### config.mk
export PLATFORM = sky130hd
export DESIGN_NAME = mem_data_access_ctrl_flat
export DESIGN_NICKNAME = d
export VERILOG_FILES = /design/src/rtl/mem_data_access_ctrl_pkg.sv /design/src/rtl/mem_data_access_ctrl_if.sv /design/src/rtl/mem_data_access_ctrl.sv /design/src/flat_wrapper.sv
export SDC_FILE = /design/constraint.sdc
export NUM_CORES = 1
export LEC_CHECK = 0
export BUFFER_PORTS_ARGS = -buffer_cell sky130_fd_sc_hd__buf_2
export CAP_MARGIN = 20
export CORE_MARGIN = 8
export CORE_UTILIZATION = 38
export DETAILED_ROUTE_END_ITERATION = 7
export PLACE_DENSITY_LB_ADDON = 0.05
export SYNTH_ARGS = -nofsm -noshare
export SYNTH_HDL_FRONTEND = slang
export SYNTH_SLANG_ARGS = --single-unit
### constraint.sdc
create_clock -name clock_i -period 1.95 [get_ports clock_i]
set_clock_uncertainty 0.05 [all_clocks]
set_input_delay 0.2925 -clock clock_i [delete_from_list [all_inputs] [get_ports clock_i]]
set_output_delay 0.2925 -clock clock_i [all_outputs]
set_load 0.01 [all_outputs]
### src/rtl/mem_data_access_ctrl_pkg.sv
// Shared types for the MEM-stage data-bus access controller: FSM state
// encodings and bus access size codes.
package mem_data_access_ctrl_pkg;

    typedef enum logic [2:0] {
        ST_IDLE  = 3'd0,
        ST_ADDR  = 3'd1,
        ST_DATA  = 3'd2,
        ST_DONE  = 3'd3,
        ST_DRAIN = 3'd4
    } state_e;

    localparam logic [1:0] SIZE_B = 2'd0;
    localparam logic [1:0] SIZE_H = 2'd1;
    localparam logic [1:0] SIZE_W = 2'd2;

endpackage

### src/rtl/mem_data_access_ctrl_if.sv
// SRAM-like data bus between the MEM-stage access controller (master) and
// the data memory (slave).
interface mem_data_access_ctrl_if #(
    parameter int ADDR_W = 32,
    parameter int DATA_W = 32
);

    logic              data_req;
    logic              data_wr;
    logic [1:0]        data_size;
    logic [ADDR_W-1:0] data_addr;
    logic [3:0]        data_wstrb;
    logic [DATA_W-1:0] data_wdata;
    logic              data_addr_ok;
    logic              data_data_ok;
    logic [DATA_W-1:0] data_rdata;

    modport master (
        output data_req,
        output data_wr,
        output data_size,
        output data_addr,
        output data_wstrb,
        output data_wdata,
        input  data_addr_ok,
        input  data_data_ok,
        input  data_rdata
    );

    modport slave (
        input  data_req,
        input  data_wr,
        input  data_size,
        input  data_addr,
        input  data_wstrb,
        input  data_wdata,
        output data_addr_ok,
        output data_data_ok,
        output data_rdata
    );

endinterface

### src/rtl/mem_data_access_ctrl.sv
// MEM-stage data-memory access sequencer: issues one bus access at a time,
// stalls EX/MEM while it is outstanding, and parks load data until MEM advances.
module mem_data_access_ctrl
    import mem_data_access_ctrl_pkg::*;
#(
    parameter int ADDR_W = 32,
    parameter int DATA_W = 32
) (
    input  logic                  clock_i,
    input  logic                  reset_i,
    input  logic                  req_read_i,
    input  logic                  req_write_i,
    input  logic [ADDR_W-1:0]     req_addr_i,
    input  logic [DATA_W-1:0]     req_wdata_i,
    input  logic [3:0]            req_wstrb_i,
    input  logic [1:0]            req_size_i,
    input  logic                  advance_i,
    input  logic                  exception_i,
    mem_data_access_ctrl_if.master bus,
    output logic                  data_stall_o,
    output logic [DATA_W-1:0]     rdata_o,
    output logic                  rdata_valid_o
);

    state_e            state_r;
    logic [DATA_W-1:0] rdata_r;
    logic              has_req_s;
    logic              req_s;
    logic              stall_s;
    logic              resp_rd_s;

    // A killed instruction never counts as a live request.
    always_comb begin
        has_req_s = (req_read_i | req_write_i) & ~exception_i;
    end

    // Access sequencing FSM and load-data latch.
    always_ff @(posedge clock_i or posedge reset_i) begin
        if (reset_i) begin
            state_r <= ST_IDLE;
            rdata_r <= '0;
        end else begin
            case (state_r)
                ST_IDLE: begin
                    if (has_req_s && bus.data_addr_ok) begin
                        state_r <= ST_DATA;
                    end else if (has_req_s) begin
                        state_r <= ST_ADDR;
                    end else begin
                        state_r <= ST_IDLE;
                    end
                end
                ST_ADDR: begin
                    if (exception_i && bus.data_addr_ok) begin
                        state_r <= ST_DRAIN;
                    end else if (exception_i) begin
                        state_r <= ST_IDLE;
                    end else if (bus.data_addr_ok) begin
                        state_r <= ST_DATA;
                    end else begin
                        state_r <= ST_ADDR;
                    end
                end
                ST_DATA: begin
                    if (bus.data_data_ok && exception_i) begin
                        state_r <= ST_IDLE;
                    end else if (bus.data_data_ok) begin
                        if (req_read_i) begin
                            rdata_r <= bus.data_rdata;
                        end else begin
                            rdata_r <= rdata_r;
                        end
                        state_r <= advance_i ? ST_IDLE : ST_DONE;
                    end else if (exception_i) begin
                        state_r <= ST_DRAIN;
                    end else begin
                        state_r <= ST_DATA;
                    end
                end
                // Completed access parks here so it is never reissued.
                ST_DONE: begin
                    if (advance_i || exception_i) begin
                        state_r <= ST_IDLE;
                    end else begin
                        state_r <= ST_DONE;
                    end
                end
                ST_DRAIN: begin
                    if (bus.data_data_ok) begin
                        state_r <= ST_IDLE;
                    end else begin
                        state_r <= ST_DRAIN;
                    end
                end
                default: begin
                    state_r <= ST_IDLE;
                end
            endcase
        end
    end

    // Per-state bus request and raw stall before exception masking.
    always_comb begin
        req_s   = 1'b0;
        stall_s = 1'b0;
        case (state_r)
            ST_IDLE: begin
                req_s   = has_req_s;
                stall_s = has_req_s;
            end
            ST_ADDR: begin
                req_s   = ~exception_i;
                stall_s = 1'b1;
            end
            ST_DATA: begin
                req_s   = 1'b0;
                stall_s = ~bus.data_data_ok;
            end
            ST_DONE: begin
                req_s   = 1'b0;
                stall_s = 1'b0;
            end
            ST_DRAIN: begin
                req_s   = 1'b0;
                stall_s = has_req_s;
            end
            default: begin
                req_s   = 1'b0;
                stall_s = 1'b0;
            end
        endcase
    end

    // Bus fields pass straight through; the stall releases in the data_ok cycle.
    always_comb begin
        bus.data_req   = req_s;
        bus.data_wr    = req_write_i;
        bus.data_size  = req_size_i;
        bus.data_addr  = req_addr_i;
        bus.data_wstrb = req_wstrb_i;
        bus.data_wdata = req_wdata_i;
        data_stall_o   = stall_s & ~exception_i;
    end

    // Load result: live bus data in the response cycle, latch otherwise.
    always_comb begin
        resp_rd_s     = (state_r == ST_DATA) & bus.data_data_ok & req_read_i;
        rdata_o       = resp_rd_s ? bus.data_rdata : rdata_r;
        rdata_valid_o = (resp_rd_s & ~exception_i)
                      | ((state_r == ST_DONE) & req_read_i);
    end

endmodule

### src/flat_wrapper.sv
// flat-port wrapper written by rule: the top's interface ports become plain ports
module mem_data_access_ctrl_flat import mem_data_access_ctrl_pkg::*;
#(
    parameter int ADDR_W = 32,
    parameter int DATA_W = 32
)
  (clock_i, reset_i, req_read_i, req_write_i, req_addr_i, req_wdata_i, req_wstrb_i, req_size_i, advance_i, exception_i, data_stall_o, rdata_o, rdata_valid_o, bus_data_req, bus_data_wr, bus_data_size, bus_data_addr, bus_data_wstrb, bus_data_wdata, bus_data_addr_ok, bus_data_data_ok, bus_data_rdata);
  mem_data_access_ctrl_if #(.ADDR_W(ADDR_W), .DATA_W(DATA_W)) bus_i ();
  input  logic clock_i;
  input  logic reset_i;
  input  logic req_read_i;
  input  logic req_write_i;
  input  logic [ADDR_W-1:0] req_addr_i;
  input  logic [DATA_W-1:0] req_wdata_i;
  input  logic [3:0] req_wstrb_i;
  input  logic [1:0] req_size_i;
  input  logic advance_i;
  input  logic exception_i;
  output logic data_stall_o;
  output logic [DATA_W-1:0] rdata_o;
  output logic rdata_valid_o;
  output wire logic [$bits(bus_i.data_req)-1:0] bus_data_req;
  output wire logic [$bits(bus_i.data_wr)-1:0] bus_data_wr;
  output wire logic [$bits(bus_i.data_size)-1:0] bus_data_size;
  output wire logic [$bits(bus_i.data_addr)-1:0] bus_data_addr;
  output wire logic [$bits(bus_i.data_wstrb)-1:0] bus_data_wstrb;
  output wire logic [$bits(bus_i.data_wdata)-1:0] bus_data_wdata;
  input wire logic [$bits(bus_i.data_addr_ok)-1:0] bus_data_addr_ok;
  input wire logic [$bits(bus_i.data_data_ok)-1:0] bus_data_data_ok;
  input wire logic [$bits(bus_i.data_rdata)-1:0] bus_data_rdata;
  assign bus_data_req = bus_i.data_req;
  assign bus_data_wr = bus_i.data_wr;
  assign bus_data_size = bus_i.data_size;
  assign bus_data_addr = bus_i.data_addr;
  assign bus_data_wstrb = bus_i.data_wstrb;
  assign bus_data_wdata = bus_i.data_wdata;
  assign bus_i.data_addr_ok = bus_data_addr_ok;
  assign bus_i.data_data_ok = bus_data_data_ok;
  assign bus_i.data_rdata = bus_data_rdata;
  mem_data_access_ctrl #(.ADDR_W(ADDR_W), .DATA_W(DATA_W)) u_core (.clock_i(clock_i), .reset_i(reset_i), .req_read_i(req_read_i), .req_write_i(req_write_i), .req_addr_i(req_addr_i), .req_wdata_i(req_wdata_i), .req_wstrb_i(req_wstrb_i), .req_size_i(req_size_i), .advance_i(advance_i), .exception_i(exception_i), .bus(bus_i), .data_stall_o(data_stall_o), .rdata_o(rdata_o), .rdata_valid_o(rdata_valid_o));
endmodule
==> impl_metrics.env <==
export IMPL_status="complete, but fails checks"
export IMPL_failed_checks="setup timing"
export IMPL_multi_input_area_sq_um=1050
export IMPL_cts_sinks=35
export IMPL_fp_coreArea_sq_um=6240
export IMPL_worstSetupStartpointType="register"
export IMPL_powerDensity_nw_per_um2=1200
export IMPL_cts_htree_levels=2
export IMPL_ys_warn_count=0
export IMPL_synth_top_area_cell="dfrtp_1"
export IMPL_root_buffer="clkbuf_8"
export IMPL_crit_required_ns=1.61
export IMPL_syn_area_per_cell_sq_um=11.9
export IMPL_min_period_ns=2.09
export IMPL_grt_total_usage_pct=12.2
export IMPL_syn_inst=203
export IMPL_critical_path_buf_inv_count=3
export IMPL_drtIter0Drc=11
export IMPL_setup_slack_ns=-0.138
export IMPL_rsz0062_at_grt="true"
export IMPL_holdBufCountCts=0
export IMPL_io_pins=216
export IMPL_start_util_pct=38.6
export IMPL_wl_mm=5.61
export IMPL_hp_class="in2async"
export IMPL_yosysSeqAreaShare_pct=36.3
export IMPL_slew_violations=0
export IMPL_grt_max_degree=36
export IMPL_synth_area_sq_um=2410
export IMPL_path_clk_slew_ns=0.07
export IMPL_synth_main_ff_cell="dfrtp_1"
export IMPL_synth_most_common_cell="buf_4"
export IMPL_ant_nets=0
export IMPL_numPortBuffers=75
export IMPL_post_route_period_util_pct=107
export IMPL_path_class="reg2out"
export IMPL_worstPathArrival_ns=1.75
export IMPL_hpwl_mm=3.95
export IMPL_dr_total_vias=1510
export IMPL_cp_top_family="buffers and inverters"
export IMPL_syn_nets=313
export IMPL_synth_edf_count=0
export IMPL_max_stage_delay_ns=0.38
export IMPL_maxSlewHeadroom_pct=70.2
export IMPL_drive_gt1_share_pct=74.3
export IMPL_design_die_area_sq_um=9150
export IMPL_vias_per_cell=5.05
export IMPL_drc=0
export IMPL_antenna_found_initial=0
export IMPL_setup_viol=32
export IMPL_holdWs_ns=0.0512
export IMPL_cpMostUsedCell="buf_6"
export IMPL_area_growth_pct=20.0
export IMPL_regArea_sq_um=876
export IMPL_crit_slowest_cell="dfrtp_1"
export IMPL_cts_tree="yes"
export IMPL_synth_distinct_cells=24
export IMPL_max_freq_ghz=0.479
export IMPL_clk_path_buf_depth=2
export IMPL_routedWlPerCell_microns=18.8
export IMPL_grt_pass1_wl_mm=8.68
export IMPL_drtPass1Iterations=3
export IMPL_die_h_microns=95.7
export IMPL_crit_chain="nand2b_4, nor3_4, buf_6, buf_12, mux2_4, buf_6"
export IMPL_cp_max_fo=8
export IMPL_die_w_microns=95.7
export IMPL_antenna_cells=0
export IMPL_grt_pass1_vias=1694
export IMPL_synth_top_area_share_pct=36.3
export IMPL_finalSetupTns_ns=-3.27
export IMPL_fin_nets=331
export IMPL_fillers=582
export IMPL_leakage_uw=0.00145
export IMPL_end_kind="output pin"
export IMPL_ir_worst_vdd_mv=0.495
export IMPL_cts_buffers=5
export IMPL_routabilityCongestion=0.726
export IMPL_drv_cap=0
export IMPL_finalHoldViolations=0
export IMPL_worstMarginPinSlew_ns=0.447
export IMPL_yosys_top_cells_count="72 x buf_4, 52 x mux2_2, 35 x dfrtp_1"
export IMPL_num_rows=29
export IMPL_ys_async_sr_fraction_pct=100
export IMPL_grt_ovfl_total=0
export IMPL_clk_latency_ns=0.28
export IMPL_synth_area_leaders="dfrtp_1 36%, mux2_2 24%, buf_4 22%"
export IMPL_ys_ff_latch=35
[path summary, 6_finish.rpt]
path	to	depth (start not counted)	slack (ns)	start
min	u_core.rdata_r[27]$_DFFE_PP0P_	3	0.05	reset_i
max reg2reg	u_core.rdata_r[22]$_DFFE_PP0P_	6	0.27	u_core.state_r[2]$_DFF_PP0_
min in group clock_i	u_core.rdata_r[0]$_DFFE_PP0P_	2	0.19	bus_data_rdata[0]
max	rdata_o[9]	6	-0.14	u_core.state_r[2]$_DFF_PP0_
min reg2reg	u_core.rdata_r[31]$_DFFE_PP0P_	1	0.46	u_core.rdata_r[31]$_DFFE_PP0P_
max in group asynchronous	u_core.state_r[2]$_DFF_PP0_	3	1.48	reset_i
[worst reg2reg max path: stages, from the launching register on]
cell     delay (ns)
dfrtp_1        0.35
buf_4          0.11
buf_4          0.12
and3b_1        0.20
nand2_2        0.10
buf_4          0.27
mux2_2         0.38
[through the flow]
stage               utilization (%)  setup slack, ns  cell area, sq um  cells  power (uW)
finish                         46.4           -0.138              2890    299        3490
detailed placement             38.0           0.0634              2370    285        2290
CTS                            43.5           -0.145              2710    299        3240
global route                   46.4           -0.249              2890    299        3720
global placement               38.0           0.0980              2370    285        2260
floorplan                         -            0.184              2410    203        2000
[area by class of cell]
type                            instances  share of cell area, %
Clock buffer                            6                   2.85
Clock inverter                          2                   1.21
Inverter                                2                  0.259
Multi-Input combinational cell         88                   36.4
Sequential cell                        35                   30.3
Tap cell                               77                   3.33
Timing Repair Buffer                   89                   25.7
[cell families after synthesis]
kind of cell | Yosys count | synth area share, %
AO/OA/AOI/OAI | 8 | 2.34
flip-flops | 35 | 36.3
buffers and inverters | 80 | 25.5
multiplexers | 64 | 31.3
AND/OR/NAND/NOR | 16 | 4.52
[where the power goes]
group	internal, uW	total, uW	switching (uW)	leakage [uW]
clock network	414	669	256	0.0000612
logic	1130	1680	554	0.000945
registers	993	1140	143	0.000444
[placed cells by master (no fill, tap or decap), types with 2 or more instances in the layout]
cell,instances
mux2_4,41
buf_4,7
a22o_1,2
nand2_1,2
a21oi_1,2
dfrtp_1,35
nor2_1,4
clkbuf_8,6
buf_2,44
inv_1,2
buf_12,3
mux2_2,22
buf_6,34
nor2b_1,2
[layer usage]
layer	track usage (%)	vias up	part of all wire (%)	wire, microns
met5	0	-	0	0
met2	19.7	113	50	2830
met4	4.48	0	1.7	96
li1	-	654	-	-
met3	8.43	18	13	755
met1	12.1	725	34	1940
[what timing repair did]
item / in CTS / in global routing
gates cloned: 2 / 0
endpoints found under the hold margin: 0 / 0
pin swaps: 1 / 0
setup endpoints to repair: 32 / 33
buffers inserted: 4 / 1
gates resized for setup: 28 / 42
[state kept, by name (all words and copies together) (netlist names)]
name / count
u_core.rdata_r: 32
u_core.state_r: 3
Note: power is estimated with default switching activity, not from simulation.
